<file path="config.mk">
export PLATFORM = sky130hd
export DESIGN_NAME = vga_sync_decoder
export DESIGN_NICKNAME = d
export VERILOG_FILES = /design/src/rtl/vga_sync_decoder.sv
export SDC_FILE = /design/constraint.sdc
export NUM_CORES = 1
export LEC_CHECK = 0
export ABC_AREA = 1
export CORE_MARGIN = 2
export CORE_UTILIZATION = 34
export DETAILED_ROUTE_END_ITERATION = 12
export GPL_TIMING_DRIVEN = 0
export MAX_ROUTING_LAYER = met4
export PLACE_DENSITY = 0.49
export SYNTH_ARGS = -nofsm -noshare
export SYNTH_HDL_FRONTEND = slang
export SYNTH_SLANG_ARGS = --single-unit
</file>
<file path="constraint.sdc">
create_clock -name clk25 -period 6.1 [get_ports clk25]
set_input_delay 1.83 -clock clk25 [delete_from_list [all_inputs] [get_ports clk25]]
set_output_delay 1.83 -clock clk25 [all_outputs]
set_load 0.05 [all_outputs]
</file>
<file path="src/rtl/vga_sync_decoder.sv">
// vga_sync_decoder
//   Receive-side counterpart of the VGA X/Y timing generator. Rebuilds pixel
//   coordinates and a data-enable from hsync_n/vsync_n alone, measures line
//   and frame lengths and locks after LOCK_FRAMES consecutive good frames.
//
// Ports
//   clk25     in   pixel clock, rising edge
//   rst_n     in   asynchronous reset, active low
//   hsync_n   in   horizontal sync, active low
//   vsync_n   in   vertical sync, active low
//   pixel_x   out  active X (0 when de=0)
//   pixel_y   out  active Y (0 when de=0)
//   de        out  locked and inside the active window
//   locked    out  timing locked
//   new_frame out  one-cycle pulse per vsync falling edge while locked
//   sync_err  out  one-cycle pulse on loss of lock
//
// Configuration
//   SYNC_INPUT_EN  when defined, two extra flops on each sync input for
//                  asynchronous sources (+2 cycles on every latency).
module vga_sync_decoder #(
    parameter int unsigned H_TOTAL     = 800,
    parameter int unsigned V_TOTAL     = 525,
    parameter int unsigned H_START     = 144,
    parameter int unsigned V_START     = 35,
    parameter int unsigned H_ACTIVE    = 640,
    parameter int unsigned V_ACTIVE    = 480,
    parameter int unsigned LOCK_FRAMES = 2
) (
    input  logic       clk25,
    input  logic       rst_n,
    input  logic       hsync_n,
    input  logic       vsync_n,
    output logic [9:0] pixel_x,
    output logic [9:0] pixel_y,
    output logic       de,
    output logic       locked,
    output logic       new_frame,
    output logic       sync_err
);

    typedef enum logic [1:0] {
        ST_SEARCH,
        ST_MEASURE,
        ST_LOCKED
    } state_t;

    localparam logic [10:0] H_TOTAL_C   = 11'(H_TOTAL);
    localparam logic [11:0] LINE_LEN_C  = 12'(H_TOTAL);
    localparam logic [10:0] FRAME_LEN_C = 11'(V_TOTAL);
    localparam logic [10:0] H_LO        = 11'(H_START);
    localparam logic [10:0] H_HI        = 11'(H_START + H_ACTIVE);
    localparam logic [9:0]  H_LO10      = 10'(H_START);
    localparam logic [9:0]  V_LO        = 10'(V_START);
    localparam logic [9:0]  V_HI        = 10'(V_START + V_ACTIVE);
    localparam logic [3:0]  LOCK_C      = 4'(LOCK_FRAMES);
    localparam logic [10:0] H_MAX       = '1;
    localparam logic [9:0]  V_MAX       = '1;

    logic        hs_src;
    logic        vs_src;
    logic        hs_d1;
    logic        hs_d2;
    logic        vs_d1;
    logic        vs_d2;
    logic        hs_fall;
    logic        vs_fall;
    logic [10:0] h_cnt;
    logic [9:0]  v_cnt;
    logic [11:0] line_len;
    logic [10:0] frame_len;
    logic        line_ok;
    logic        line_bad;
    logic        frame_good;
    state_t      state;
    logic [3:0]  good_cnt;
    logic [3:0]  good_inc;
    logic        lose_lock;
    logic        gain_lock;
    logic        lock_next;
    logic        h_in_win;
    logic        v_in_win;
    logic [9:0]  px_calc;
    logic [9:0]  py_calc;

    // ------------------------------------------------------------------
    // Optional synchroniser in front of the edge-detect stage
    // ------------------------------------------------------------------
`ifdef SYNC_INPUT_EN
    logic [1:0] hs_meta;
    logic [1:0] vs_meta;

    always_ff @(posedge clk25 or negedge rst_n) begin
        if (!rst_n) begin
            hs_meta <= '1;
            vs_meta <= '1;
        end else begin
            hs_meta <= {hs_meta[0], hsync_n};
            vs_meta <= {vs_meta[0], vsync_n};
        end
    end

    assign hs_src = hs_meta[1];
    assign vs_src = vs_meta[1];
`else
    assign hs_src = hsync_n;
    assign vs_src = vsync_n;
`endif

    // Edge-detect stage; idles high so reset release never fakes an edge
    always_ff @(posedge clk25 or negedge rst_n) begin
        if (!rst_n) begin
            hs_d1 <= 1'b1;
            hs_d2 <= 1'b1;
            vs_d1 <= 1'b1;
            vs_d2 <= 1'b1;
        end else begin
            hs_d1 <= hs_src;
            hs_d2 <= hs_d1;
            vs_d1 <= vs_src;
            vs_d2 <= vs_d1;
        end
    end

    // ------------------------------------------------------------------
    // Combinational measurement and lock decisions
    // ------------------------------------------------------------------
    always_comb begin
        hs_fall   = !hs_d1 && hs_d2;
        vs_fall   = !vs_d1 && vs_d2;
        line_len  = {1'b0, h_cnt} + 12'd1;
        frame_len = {1'b0, v_cnt} + 11'd1;
        // A line ending together with vsync still belongs to the frame being closed
        line_ok    = !hs_fall || (line_len == LINE_LEN_C);
        frame_good = !line_bad && line_ok && (frame_len == FRAME_LEN_C);
        good_inc   = good_cnt + 4'd1;

        lose_lock = (state == ST_LOCKED) &&
                    (!line_ok ||
                     (vs_fall && (frame_len != FRAME_LEN_C)) ||
                     (h_cnt == H_TOTAL_C));
        gain_lock = (state == ST_MEASURE) && vs_fall && frame_good &&
                    (good_inc == LOCK_C);
        // de follows the lock value being registered this edge, so it drops
        // together with locked instead of one cycle later
        lock_next = gain_lock || ((state == ST_LOCKED) && !lose_lock);

        h_in_win = (h_cnt >= H_LO) && (h_cnt < H_HI);
        v_in_win = (v_cnt >= V_LO) && (v_cnt < V_HI);
        // Inside the window the offset is below H_ACTIVE, so 10 bits suffice
        px_calc  = h_cnt[9:0] - H_LO10;
        py_calc  = v_cnt - V_LO;
    end

    // ------------------------------------------------------------------
    // Position counters and line-quality flag
    // ------------------------------------------------------------------
    always_ff @(posedge clk25 or negedge rst_n) begin
        if (!rst_n) begin
            h_cnt    <= '0;
            v_cnt    <= '0;
            line_bad <= 1'b0;
        end else begin
            if (hs_fall) begin
                h_cnt <= '0;
            end else if (h_cnt != H_MAX) begin
                h_cnt <= h_cnt + 11'd1;
            end

            if (vs_fall) begin
                v_cnt <= '0;
            end else if (hs_fall && (v_cnt != V_MAX)) begin
                v_cnt <= v_cnt + 10'd1;
            end

            if (vs_fall) begin
                line_bad <= 1'b0;
            end else if (hs_fall && (line_len != LINE_LEN_C)) begin
                line_bad <= 1'b1;
            end
        end
    end

    // ------------------------------------------------------------------
    // Lock FSM with registered status outputs
    // ------------------------------------------------------------------
    always_ff @(posedge clk25 or negedge rst_n) begin
        if (!rst_n) begin
            state     <= ST_SEARCH;
            good_cnt  <= '0;
            locked    <= 1'b0;
            sync_err  <= 1'b0;
            new_frame <= 1'b0;
        end else begin
            sync_err  <= 1'b0;
            new_frame <= 1'b0;
            case (state)
                ST_SEARCH: begin
                    if (vs_fall) begin
                        state    <= ST_MEASURE;
                        good_cnt <= '0;
                    end
                end
                ST_MEASURE: begin
                    if (vs_fall) begin
                        if (!frame_good) begin
                            good_cnt <= '0;
                        end else begin
                            good_cnt <= good_inc;
                            if (gain_lock) begin
                                state  <= ST_LOCKED;
                                locked <= 1'b1;
                            end
                        end
                    end
                end
                ST_LOCKED: begin
                    if (lose_lock) begin
                        state    <= ST_SEARCH;
                        good_cnt <= '0;
                        locked   <= 1'b0;
                        sync_err <= 1'b1;
                    end else if (vs_fall) begin
                        new_frame <= 1'b1;
                    end
                end
                default: begin
                    state    <= ST_SEARCH;
                    good_cnt <= '0;
                    locked   <= 1'b0;
                end
            endcase
        end
    end

    // ------------------------------------------------------------------
    // Registered video outputs, one cycle behind the counters
    // ------------------------------------------------------------------
    always_ff @(posedge clk25 or negedge rst_n) begin
        if (!rst_n) begin
            de      <= 1'b0;
            pixel_x <= '0;
            pixel_y <= '0;
        end else if (lock_next && h_in_win && v_in_win) begin
            de      <= 1'b1;
            pixel_x <= px_calc;
            pixel_y <= py_calc;
        end else begin
            de      <= 1'b0;
            pixel_x <= '0;
            pixel_y <= '0;
        end
    end

endmodule

</file>
==> metrics <==
status completed; Crit path max-delay family buffers and inverters; Synth area leader dfrtp_1; Critical Path Source locked; gr usage total between 10% and 20%; crit path time final roughly 3300 ps; CTS root buffer clkbuf_8; Initial Utilization 35.55%; Clk pwr share 30.1%; Pleak 1.692 nW; cell internal pwr 0.5080 mW; Startpoint Class flop; utilization after layout between 40% and 50%; die width 97.15 µm; Nets ~400; Crit Path Max Fanout 2; switching pwr between 0.15 and 0.2 mW; CP Capture Type output port; first-pass GRT wire length 10.68 mm; Clock Pin Slew Worst Setup and Hold Paths 100 ps; layout cells sized above 1 13.84%; CTS tree yes; chip height 97.15 µm; Post-synth EDFFs 0; critical path class reg -> out; IO Port Bufs 27; Yosys reg bits between 50 and 60; ANT nets after route 0; CP max stage delay 800 ps; Synth area leaders dfrtp_1, nand2_1, inv_1; Worst-Skew Late Latency 310 ps; most numerous cell in the Yosys netlist nand2_1; Setup Skew 3.713 ps; worst hold path type reg -> reg; Clock Tree Buf Depth 2; worst-margin pin slew 759.8 ps; P per Cell Area 203.1 nW/µm²; H-tree depth 2; setup TNS 0 ps; Routability Congestion slightly below 0.8; post-synth top area share 44.11%; Req. time, crit path 4270 ps; critical path cell sequence clkdlybuf4s50_1; Distinct cells, synth 31; drt via density around 4.8; wire per inst 12.40 µm; Synth Flop Type dfrtp_1; Synth async-reset ratio 100.0%; Remaining Overflow, GRT 0; total die area around 9400 µm²; synth warn 0; Net Sw Frac between 20 and 30%; hold path start hs_d1; Final Hold Viols 0; Filler Cell Count 819; CP max stage cell clkdlybuf4s50_1; VDD IR max 84.56 µV; Hold Buf Count CTS 0; clk sinks 56; DRT iter0 DRCs 65; fmax about 300 MHz; RSZ-0062 raised after global routing false; Finish-stage setup viols 0; routed wire length 6.051 mm; vias in the first global route 2270; setup bufs post-CTS 0; via count between 2k and 2.5k; Ant. Diodes 0; CORE AREA a little over 8000 µm²; largest net degree at the start of global routing 32; Net Count, Synth 361; Post-CTS Resized 0; Post-Synthesis Cell Area 2950 µm²; MaxCap Viol Count 0; Comb power frac 12.9%; Final Max Tran Viols 0; CTS Buf Count 5; Avg Synthesized Cell Area between 8 and 9 µm²; drc violations 0; Cells after Synth 347; Reg-to-Reg Start v_cnt[0]; Top-Level Pins 28; DRT Pass-1 Iters 4; initial antenna violation count 0; register area share after synthesis a little under half; Worst slew margin 49.16%; Tcrit/Tclk final 54.17%; Seq pwr share between 50% and 60%; Area growth, synth to finish 17.26%; buffers and inverters on the worst path 1; Post-synth top cells nand2_1, dfrtp_1, inv_1; CP arrival between 1000 and 1500 ps; # rows 33; Final HPWL DP 4.713 mm
-- per-stage QoR --
step | total power [mW] | cells | setup WS (ps) | hold WS, ps | cell area [µm²]
final | 0.7026 | 488 | 2796 | 370.7 | 3460
after global routing | 0.7488 | 488 | 2730 | 380.2 | 3460
after CTS | 0.7192 | 488 | 2774 | 373.1 | 3460
after detailed placement | 0.4997 | 480 | 3127 | 357.6 | 3367
after global placement | 0.4985 | 479 | 1332 | 356.3 | 3352
after floorplan | 0.4703 | 347 | 3670 | 354.1 | 2950
-- state kept, by name, indices dropped and copies added, names as in the netlist --
name,count
line_bad,1
v_cnt,10
pixel_x,10
pixel_y,10
state,2
vs_d1,1
sync_err,1
locked,1
hs_d1,1
good_cnt,4
vs_d2,1
h_cnt,11
new_frame,1
hs_d2,1
de,1
-- power by group through the flow --
stage / sequential (mW) / combinational [mW] / clock, mW
global route: 0.403 / 0.106 / 0.240
floorplan: 0.405 / 0.0654 / 0
global placement: 0.408 / 0.0908 / 0
finish: 0.400 / 0.0905 / 0.212
CTS: 0.400 / 0.0924 / 0.226
detailed placement: 0.408 / 0.0919 / 0
-- final timing paths --
| kind | end | slack, ps | depth (start not counted) |
|---|---|---|---|
| min in group asynchronous | pixel_x[9] | 1560 | 1 |
| max in group asynchronous | vs_d1 | 3870 | 2 |
| worst min-delay path | hs_d2 | 370 | 0 |
| worst max register to register | good_cnt[1] | 3760 | 13 |
| worst min register to register | hs_d2 | 370 | 0 |
| worst max-delay path | locked | 2800 | 1 |
-- layout by cell type, fill, tap and decap left out, types with 2 or more instances in the layout --
cell and n:
a21oi_1 8, a31oi_1 4, buf_6 3, clkbuf_8 6
clkdlybuf4s50_1 26, clkinv_2 2, dfrtp_1 52, dfstp_2 4
ha_1 10, inv_1 43, nand2_1 85, nand2_2 6
nand3_1 27, nand3b_1 2, nand4_1 7, nor2_1 25
nor2_2 21, nor2_4 2, nor3_1 2, o21ai_0 17
o22ai_1 7, xnor2_1 3, xor2_1 8
-- cell families (layout without fill, tap and decap cells) --
group,Yosys count,count (layout),synth area share (%)
xor+xnor,11,11,3.266
flops,56,56,47.67
compound gates,42,42,8.864
simple gates,182,182,29.35
fa+ha+maj,10,10,4.241
buf+inv,46,82,6.616
-- metal layers --
layer,vias to the layer above,global-route usage [%],routed length (µm)
li1,1190,-,-
met1,1095,18.17,2920
met2,38,22.97,2888
met3,8,2.446,172
met4,0,3.575,69
met5,-,-,0
-- final cells by class --
cell class	count	area, µm²	share of cell area, %
plain buffers	3	33.78	0.9765
clock buffers	6	82.58	2.387
flip-flops and latches	56	1406	40.65
clock inverters	2	10.01	0.2893
multi-input cells	245	1349	38.99
repair buffers	28	285.3	8.246
inverters	43	161.4	4.665
well taps	105	131.4	3.797
Note: power is estimated with default switching activity, not from simulation.
